===== config.mk =====
export PLATFORM = sky130hd
export DESIGN_NAME = pipe_ctrl_flat
export DESIGN_NICKNAME = d
export VERILOG_FILES = /design/src/rtl/pipe_ctrl_if.sv /design/src/rtl/pipe_ctrl.sv /design/src/flat_wrapper.sv
export SDC_FILE = /design/constraint.sdc
export NUM_CORES = 1
export LEC_CHECK = 0
export CAP_MARGIN = 20
export CORE_MARGIN = 1.5
export CORE_UTILIZATION = 40
export CTS_CLUSTER_DIAMETER = 80
export DETAILED_ROUTE_END_ITERATION = 16
export GPL_TIMING_DRIVEN = 0
export PLACE_DENSITY_LB_ADDON = 0.12
export SYNTH_ARGS = -nofsm -noshare
export SYNTH_HDL_FRONTEND = slang
export SYNTH_SLANG_ARGS = --single-unit
export TNS_END_PERCENT = 5

===== constraint.sdc =====
create_clock -name clk -period 2.2 [get_ports clk]
set_input_delay 0.33 -clock clk [delete_from_list [all_inputs] [get_ports clk]]
set_output_delay 0.33 -clock clk [all_outputs]
set_load 0.05 [all_outputs]

===== src/rtl/pipe_ctrl_if.sv =====
`default_nettype none
// ============================================================================
//  Module   : pipe_ctrl_if
//  Purpose  : Hazard/stall request and pipeline-control response bundle
//             between the pipeline stages and the pipe_ctrl block.
//  Revision : 1.0 - initial release
// ============================================================================
interface pipe_ctrl_if;
  // Requests from the pipeline stages
  logic       id_stall_req;
  logic       ex_br_flush;
  logic       ex_mc_start;
  logic [3:0] ex_mc_cycles;
  logic       ext_halt;

  // Control responses back to the pipeline
  logic [5:0]  stall;
  logic        flush_if_id;
  logic        flush_id_ex;
  logic        ex_mc_last;
  logic        busy;
  logic [15:0] stall_cnt;

  // Requester side (pipeline / testbench)
  modport master (
    output id_stall_req, ex_br_flush, ex_mc_start, ex_mc_cycles, ext_halt,
    input  stall, flush_if_id, flush_id_ex, ex_mc_last, busy, stall_cnt
  );

  // Controller side (pipe_ctrl)
  modport slave (
    input  id_stall_req, ex_br_flush, ex_mc_start, ex_mc_cycles, ext_halt,
    output stall, flush_if_id, flush_id_ex, ex_mc_last, busy, stall_cnt
  );
endinterface
`default_nettype wire


===== src/rtl/pipe_ctrl.sv =====
`default_nettype none
// ============================================================================
//  Module   : pipe_ctrl
//  Purpose  : Central pipeline hazard controller. Arbitrates halt, multi-cycle
//             EX ops, branch flushes and load-use stalls into a per-stage hold
//             vector plus flush strobes, with zero-cycle request latency.
//  Revision : 1.0 - initial release
// ============================================================================
module pipe_ctrl (
  input  wire         clk,
  input  wire         rst,
  pipe_ctrl_if.slave  bus
);

  typedef enum logic [1:0] {
    S_IDLE    = 2'd0,
    S_MC_BUSY = 2'd1,
    S_HALT    = 2'd2
  } state_t;

  // Hold patterns: stall[k]=1 with stall[k+1]=0 bubbles the register after k
  localparam logic [5:0] C_STALL_ALL  = 6'b111111;  // freeze everything
  localparam logic [5:0] C_STALL_MC   = 6'b001111;  // hold PC..EX/MEM, drain MEM/WB
  localparam logic [5:0] C_STALL_LU   = 6'b000111;  // bubble into ID/EX
  localparam logic [15:0] C_CNT_MAX   = 16'hFFFF;

  state_t      state_q, state_d;
  logic [3:0]  mc_cnt_q, mc_cnt_d;
  logic [15:0] stall_cnt_q;

  logic [5:0]  stall_c;
  logic        flush_if_id_c;
  logic        flush_id_ex_c;
  logic        ex_mc_last_c;
  logic        busy_c;

  // State and multi-cycle down-counter register
  always_ff @(posedge clk) begin
    if (rst) begin
      state_q  <= S_IDLE;
      mc_cnt_q <= 4'd0;
    end else begin
      state_q  <= state_d;
      mc_cnt_q <= mc_cnt_d;
    end
  end

  // Next-state and combinational control outputs (reset forces all low)
  always_comb begin
    state_d       = state_q;
    mc_cnt_d      = mc_cnt_q;
    stall_c       = 6'b000000;
    flush_if_id_c = 1'b0;
    flush_id_ex_c = 1'b0;
    ex_mc_last_c  = 1'b0;
    busy_c        = 1'b0;

    if (!rst) begin
      case (state_q)
        S_IDLE: begin
          if (bus.ext_halt) begin
            stall_c = C_STALL_ALL;
            state_d = S_HALT;
          end else if (bus.ex_mc_start && (bus.ex_mc_cycles != 4'd0)) begin
            stall_c = C_STALL_MC;
            if (bus.ex_mc_cycles == 4'd1) begin
              // Single-cycle op completes in the start cycle itself
              ex_mc_last_c = 1'b1;
            end else begin
              // This cycle is stall #1; MC_BUSY covers the remaining N-1
              mc_cnt_d = bus.ex_mc_cycles - 4'd2;
              state_d  = S_MC_BUSY;
            end
          end else if (bus.ex_br_flush) begin
            // Any same-cycle load-use request is on the wrong path
            flush_if_id_c = 1'b1;
            flush_id_ex_c = 1'b1;
          end else if (bus.id_stall_req) begin
            stall_c = C_STALL_LU;
          end
        end

        S_MC_BUSY: begin
          busy_c  = 1'b1;
          stall_c = C_STALL_MC;
          if (mc_cnt_q == 4'd0) begin
            ex_mc_last_c = 1'b1;
            // A halt raised during the op is honoured only once it ends
            state_d      = bus.ext_halt ? S_HALT : S_IDLE;
          end else begin
            mc_cnt_d = mc_cnt_q - 4'd1;
          end
        end

        S_HALT: begin
          busy_c = 1'b1;
          if (bus.ext_halt) begin
            stall_c = C_STALL_ALL;
          end else begin
            state_d = S_IDLE;
          end
        end

        default: begin
          state_d  = S_IDLE;
          mc_cnt_d = 4'd0;
        end
      endcase
    end
  end

  // Saturating count of cycles in which the PC was held
  always_ff @(posedge clk) begin
    if (rst) begin
      stall_cnt_q <= 16'd0;
    end else if (stall_c[0] && (stall_cnt_q != C_CNT_MAX)) begin
      stall_cnt_q <= stall_cnt_q + 16'd1;
    end
  end

  assign bus.stall       = stall_c;
  assign bus.flush_if_id = flush_if_id_c;
  assign bus.flush_id_ex = flush_id_ex_c;
  assign bus.ex_mc_last  = ex_mc_last_c;
  assign bus.busy        = busy_c;
  assign bus.stall_cnt   = rst ? 16'd0 : stall_cnt_q;

endmodule
`default_nettype wire


===== src/flat_wrapper.sv =====
// flat-port wrapper written by rule: the top's interface ports become plain ports
module pipe_ctrl_flat 
  (clk, rst, bus_id_stall_req, bus_ex_br_flush, bus_ex_mc_start, bus_ex_mc_cycles, bus_ext_halt, bus_stall, bus_flush_if_id, bus_flush_id_ex, bus_ex_mc_last, bus_busy, bus_stall_cnt);
  pipe_ctrl_if bus_i ();
  input  wire clk;
  input  wire rst;
  input wire logic [$bits(bus_i.id_stall_req)-1:0] bus_id_stall_req;
  input wire logic [$bits(bus_i.ex_br_flush)-1:0] bus_ex_br_flush;
  input wire logic [$bits(bus_i.ex_mc_start)-1:0] bus_ex_mc_start;
  input wire logic [$bits(bus_i.ex_mc_cycles)-1:0] bus_ex_mc_cycles;
  input wire logic [$bits(bus_i.ext_halt)-1:0] bus_ext_halt;
  output wire logic [$bits(bus_i.stall)-1:0] bus_stall;
  output wire logic [$bits(bus_i.flush_if_id)-1:0] bus_flush_if_id;
  output wire logic [$bits(bus_i.flush_id_ex)-1:0] bus_flush_id_ex;
  output wire logic [$bits(bus_i.ex_mc_last)-1:0] bus_ex_mc_last;
  output wire logic [$bits(bus_i.busy)-1:0] bus_busy;
  output wire logic [$bits(bus_i.stall_cnt)-1:0] bus_stall_cnt;
  assign bus_i.id_stall_req = bus_id_stall_req;
  assign bus_i.ex_br_flush = bus_ex_br_flush;
  assign bus_i.ex_mc_start = bus_ex_mc_start;
  assign bus_i.ex_mc_cycles = bus_ex_mc_cycles;
  assign bus_i.ext_halt = bus_ext_halt;
  assign bus_stall = bus_i.stall;
  assign bus_flush_if_id = bus_i.flush_if_id;
  assign bus_flush_id_ex = bus_i.flush_id_ex;
  assign bus_ex_mc_last = bus_i.ex_mc_last;
  assign bus_busy = bus_i.busy;
  assign bus_stall_cnt = bus_i.stall_cnt;
  pipe_ctrl u_core (.clk(clk), .rst(rst), .bus(bus_i));
endmodule

==> impl_metrics.json <==
{
  "setup_viol": 3,
  "violations": "negative setup slack",
  "worstPathRequired_ns": 1.87,
  "ys_seq_area_frac": 0.289,
  "cts.sinks": 22,
  "drc": 0,
  "clk_path_buf_depth": 2,
  "leakagePower_nw": 0.892,
  "drive_gt1_frac": 0.271,
  "ioPinCount": 36,
  "clock.fmax_mhz": 437,
  "antenna_found_initial": 0,
  "dp_cells": 265,
  "final_antenna_net_count": 0,
  "synth_nets": 200,
  "critPathCaptureType": "output pin",
  "cts_buffers": 3,
  "yosysTopAreaCellShare": 0.289,
  "hold_path_class": "primary input to flop",
  "crit_arrival_ns": 1.96,
  "yosysWarnings": 0,
  "seqPwrFrac": 0.314,
  "layoutNonFillerInstCount": 273,
  "status": "finished with violations",
  "intPower_mw": 0.956,
  "grt_max_degree": 14,
  "post-dp-hpwl_um": 2700,
  "finalPower_mw": 1.53,
  "yosys.area.top_type": "dfxtp_1",
  "die_w_um": 64.7,
  "seqCellArea_um2": 443,
  "clkSlewWorstSetupHoldPaths_ns": 0.08,
  "gp_congestion": 0.845,
  "initial_core_util": 0.416,
  "avgViaCountPerCell": 5.33,
  "combPwrFrac": 0.436,
  "dieArea_mm2": 0.00419,
  "totalWireLength_um": 3700,
  "overflow": 0,
  "finalMaxSlewViolations": 0,
  "cts_root_buf": "clkbuf_8",
  "post_drt_wl_per_cell_um": 13.6,
  "die_h_um": 64.7,
  "cts_htree_levels": 1,
  "min_period_over_period": 1.04,
  "hold_viol": 0,
  "ir_worst_vdd_uv": 337,
  "avgSynthCellArea_um2": 8.37,
  "mostFrequentLayoutCells": "dfxtp_1, nor2b_1, nor2_1, dlygate4sd2_1, buf_4",
  "p_per_area_mw_per_mm2": 736,
  "synth_edf_count": 0,
  "synth_area_mm2": 0.00152,
  "drt_pass1_iterations": 4,
  "skew_ns": 0.00396,
  "ys_types": 49,
  "multi_input_area_mm2": 0.00102,
  "cp_max_fo": 7,
  "first_global_vias": 1414,
  "grt_pass1_wl_um": 6310,
  "synth_top_cells_by_area": "dfxtp_1, nor2b_1, ha_1",
  "power.switching_mw": 0.570,
  "cts_tree": "yes",
  "coreArea_mm2": 0.00366,
  "finalCriticalPeriod_ns": 2.29,
  "rows": 22,
  "layout.nets": 244,
  "rsz0062_at_grt": "yes",
  "async_flop_share": 0,
  "pwr-share-clk": 0.250,
  "ys_ff_latch": 22,
  "io_buffer_count": 35,
  "max_slew_margin": 0.677,
  "cts_hold_buf": 0,
  "synthFlopType": "dfxtp_1",
  "area_growth_syn_to_layout_pct": 36.2,
  "clk-insertion-delay-late_ns": 0.27,
  "via_count": 1456,
  "gr-usage-all-layers": 0.189,
  "n_antenna_cell": 0,
  "fillCellCount": 347,
  "tightestPinTransition_ns": 0.487,
  "dp_slack_ns": -1.06,
  "path_class": "primary input to output pin",
  "drt_iter0_drc": 70,
  "setup_ws_ns": -0.0906,
  "synth_cells": 182,
  "final_common_cell": "dfxtp_1",
  "start_kind": "primary input",
  "swShare": 0.373,
  "drv_cap": 0
}
==> sequential cells by signal (all words and copies together) (netlist names) <==
name,flops
u_core.stall_cnt_q,16
u_core.mc_cnt_q,4
u_core.state_q,2
==> routing by layer <==
layer / track usage / up-vias / wire length [um]
met5: 0 / - / 0
met2: 0.331 / 33 / 1850
met4: 0.0851 / 0 / 66
met3: 0.0278 / 6 / 115
li1: - / 735 / -
met1: 0.228 / 682 / 1680
==> per-stage QoR <==
step	TNS [ns]	util	hold WS [ns]	area [um^2]
2_1_floorplan	-0.596	-	0.439	1530
3_5_place_dp	-19.56	0.531	0.482	1940
4_1_cts	-0.697	0.554	0.496	2030
6_report	-0.188	0.566	0.488	2070
5_1_grt	-0.344	0.566	0.530	2070
3_3_place_gp	-18.92	0.531	0.464	1940
==> cell type report <==
cell class | instances | area share
Multi-Input combinational cell | 136 | 0.493
Clock buffer | 3 | 0.0199
Tap cell | 48 | 0.0290
Timing Repair Buffer | 39 | 0.166
Inverter | 13 | 0.0235
Clock inverter | 1 | 0.0145
Sequential cell | 22 | 0.214
Buffer | 11 | 0.0404
==> power groups by stage <==
| stage | Combinational, mW | Clock, mW | Sequential (mW) |
|---|---|---|---|
| 3_5_place_dp | 0.620 | 0 | 0.480 |
| 5_1_grt | 0.723 | 0.415 | 0.487 |
| 6_report | 0.665 | 0.381 | 0.480 |
| 2_1_floorplan | 0.462 | 0 | 0.472 |
| 3_3_place_gp | 0.611 | 0 | 0.479 |
| 4_1_cts | 0.637 | 0.393 | 0.475 |
==> path summary, 6_finish.rpt <==
kind / start / to / slack [ns] / cells past startpoint
worst max register to register: u_core.state_q[0] / u_core.stall_cnt_q[15] / 0.16 / 8
worst min register to register: u_core.stall_cnt_q[4] / u_core.stall_cnt_q[4] / 0.50 / 1
worst max-delay path: bus_ex_mc_cycles[0] / bus_stall[1] / -0.09 / 7
worst min-delay path: bus_ex_mc_cycles[1] / u_core.mc_cnt_q[1] / 0.49 / 4
==> cell usage after synthesis (all sizes together) (5+ instances only) <==
library cell and count:
dfxtp 22, nand3 5, clkbuf 5, a21oi 8, nor2 14, inv 13, ha 8, mux2 6
nand2 12, nor2b 18, nor3 7, o21ai 9, buf 6
==> worst max-delay path, cell delays in order <==
cell and delay (ns):
dlygate4sd2_1 0.26, o41a_1 0.40, or4_4 0.43, and2_4 0.15, buf_6 0.12, buf_4 0.13, buf_6 0.14
==> logic make-up (layout without fill, tap and decap cells) <==
logic type / after synthesis / in the layout / synth area share
and+or+nand+nor: 81 / 81 / 0.318
AOI/OAI and AO/OA: 38 / 38 / 0.181
buffers and inverters: 24 / 67 / 0.0789
DFF: 22 / 22 / 0.289
adders and majority gates: 8 / 8 / 0.0657
muxes: 7 / 7 / 0.0559
xor gates and xnor gates: 2 / 2 / 0.0115
==> repair_timing <==
action                                  4_1_cts  5_1_grt
buffers inserted                              2        2
gates resized for setup                     101       14
pin swaps                                     2        3
endpoints found under the setup margin       33       20
Power figures use the tool's default switching activity.
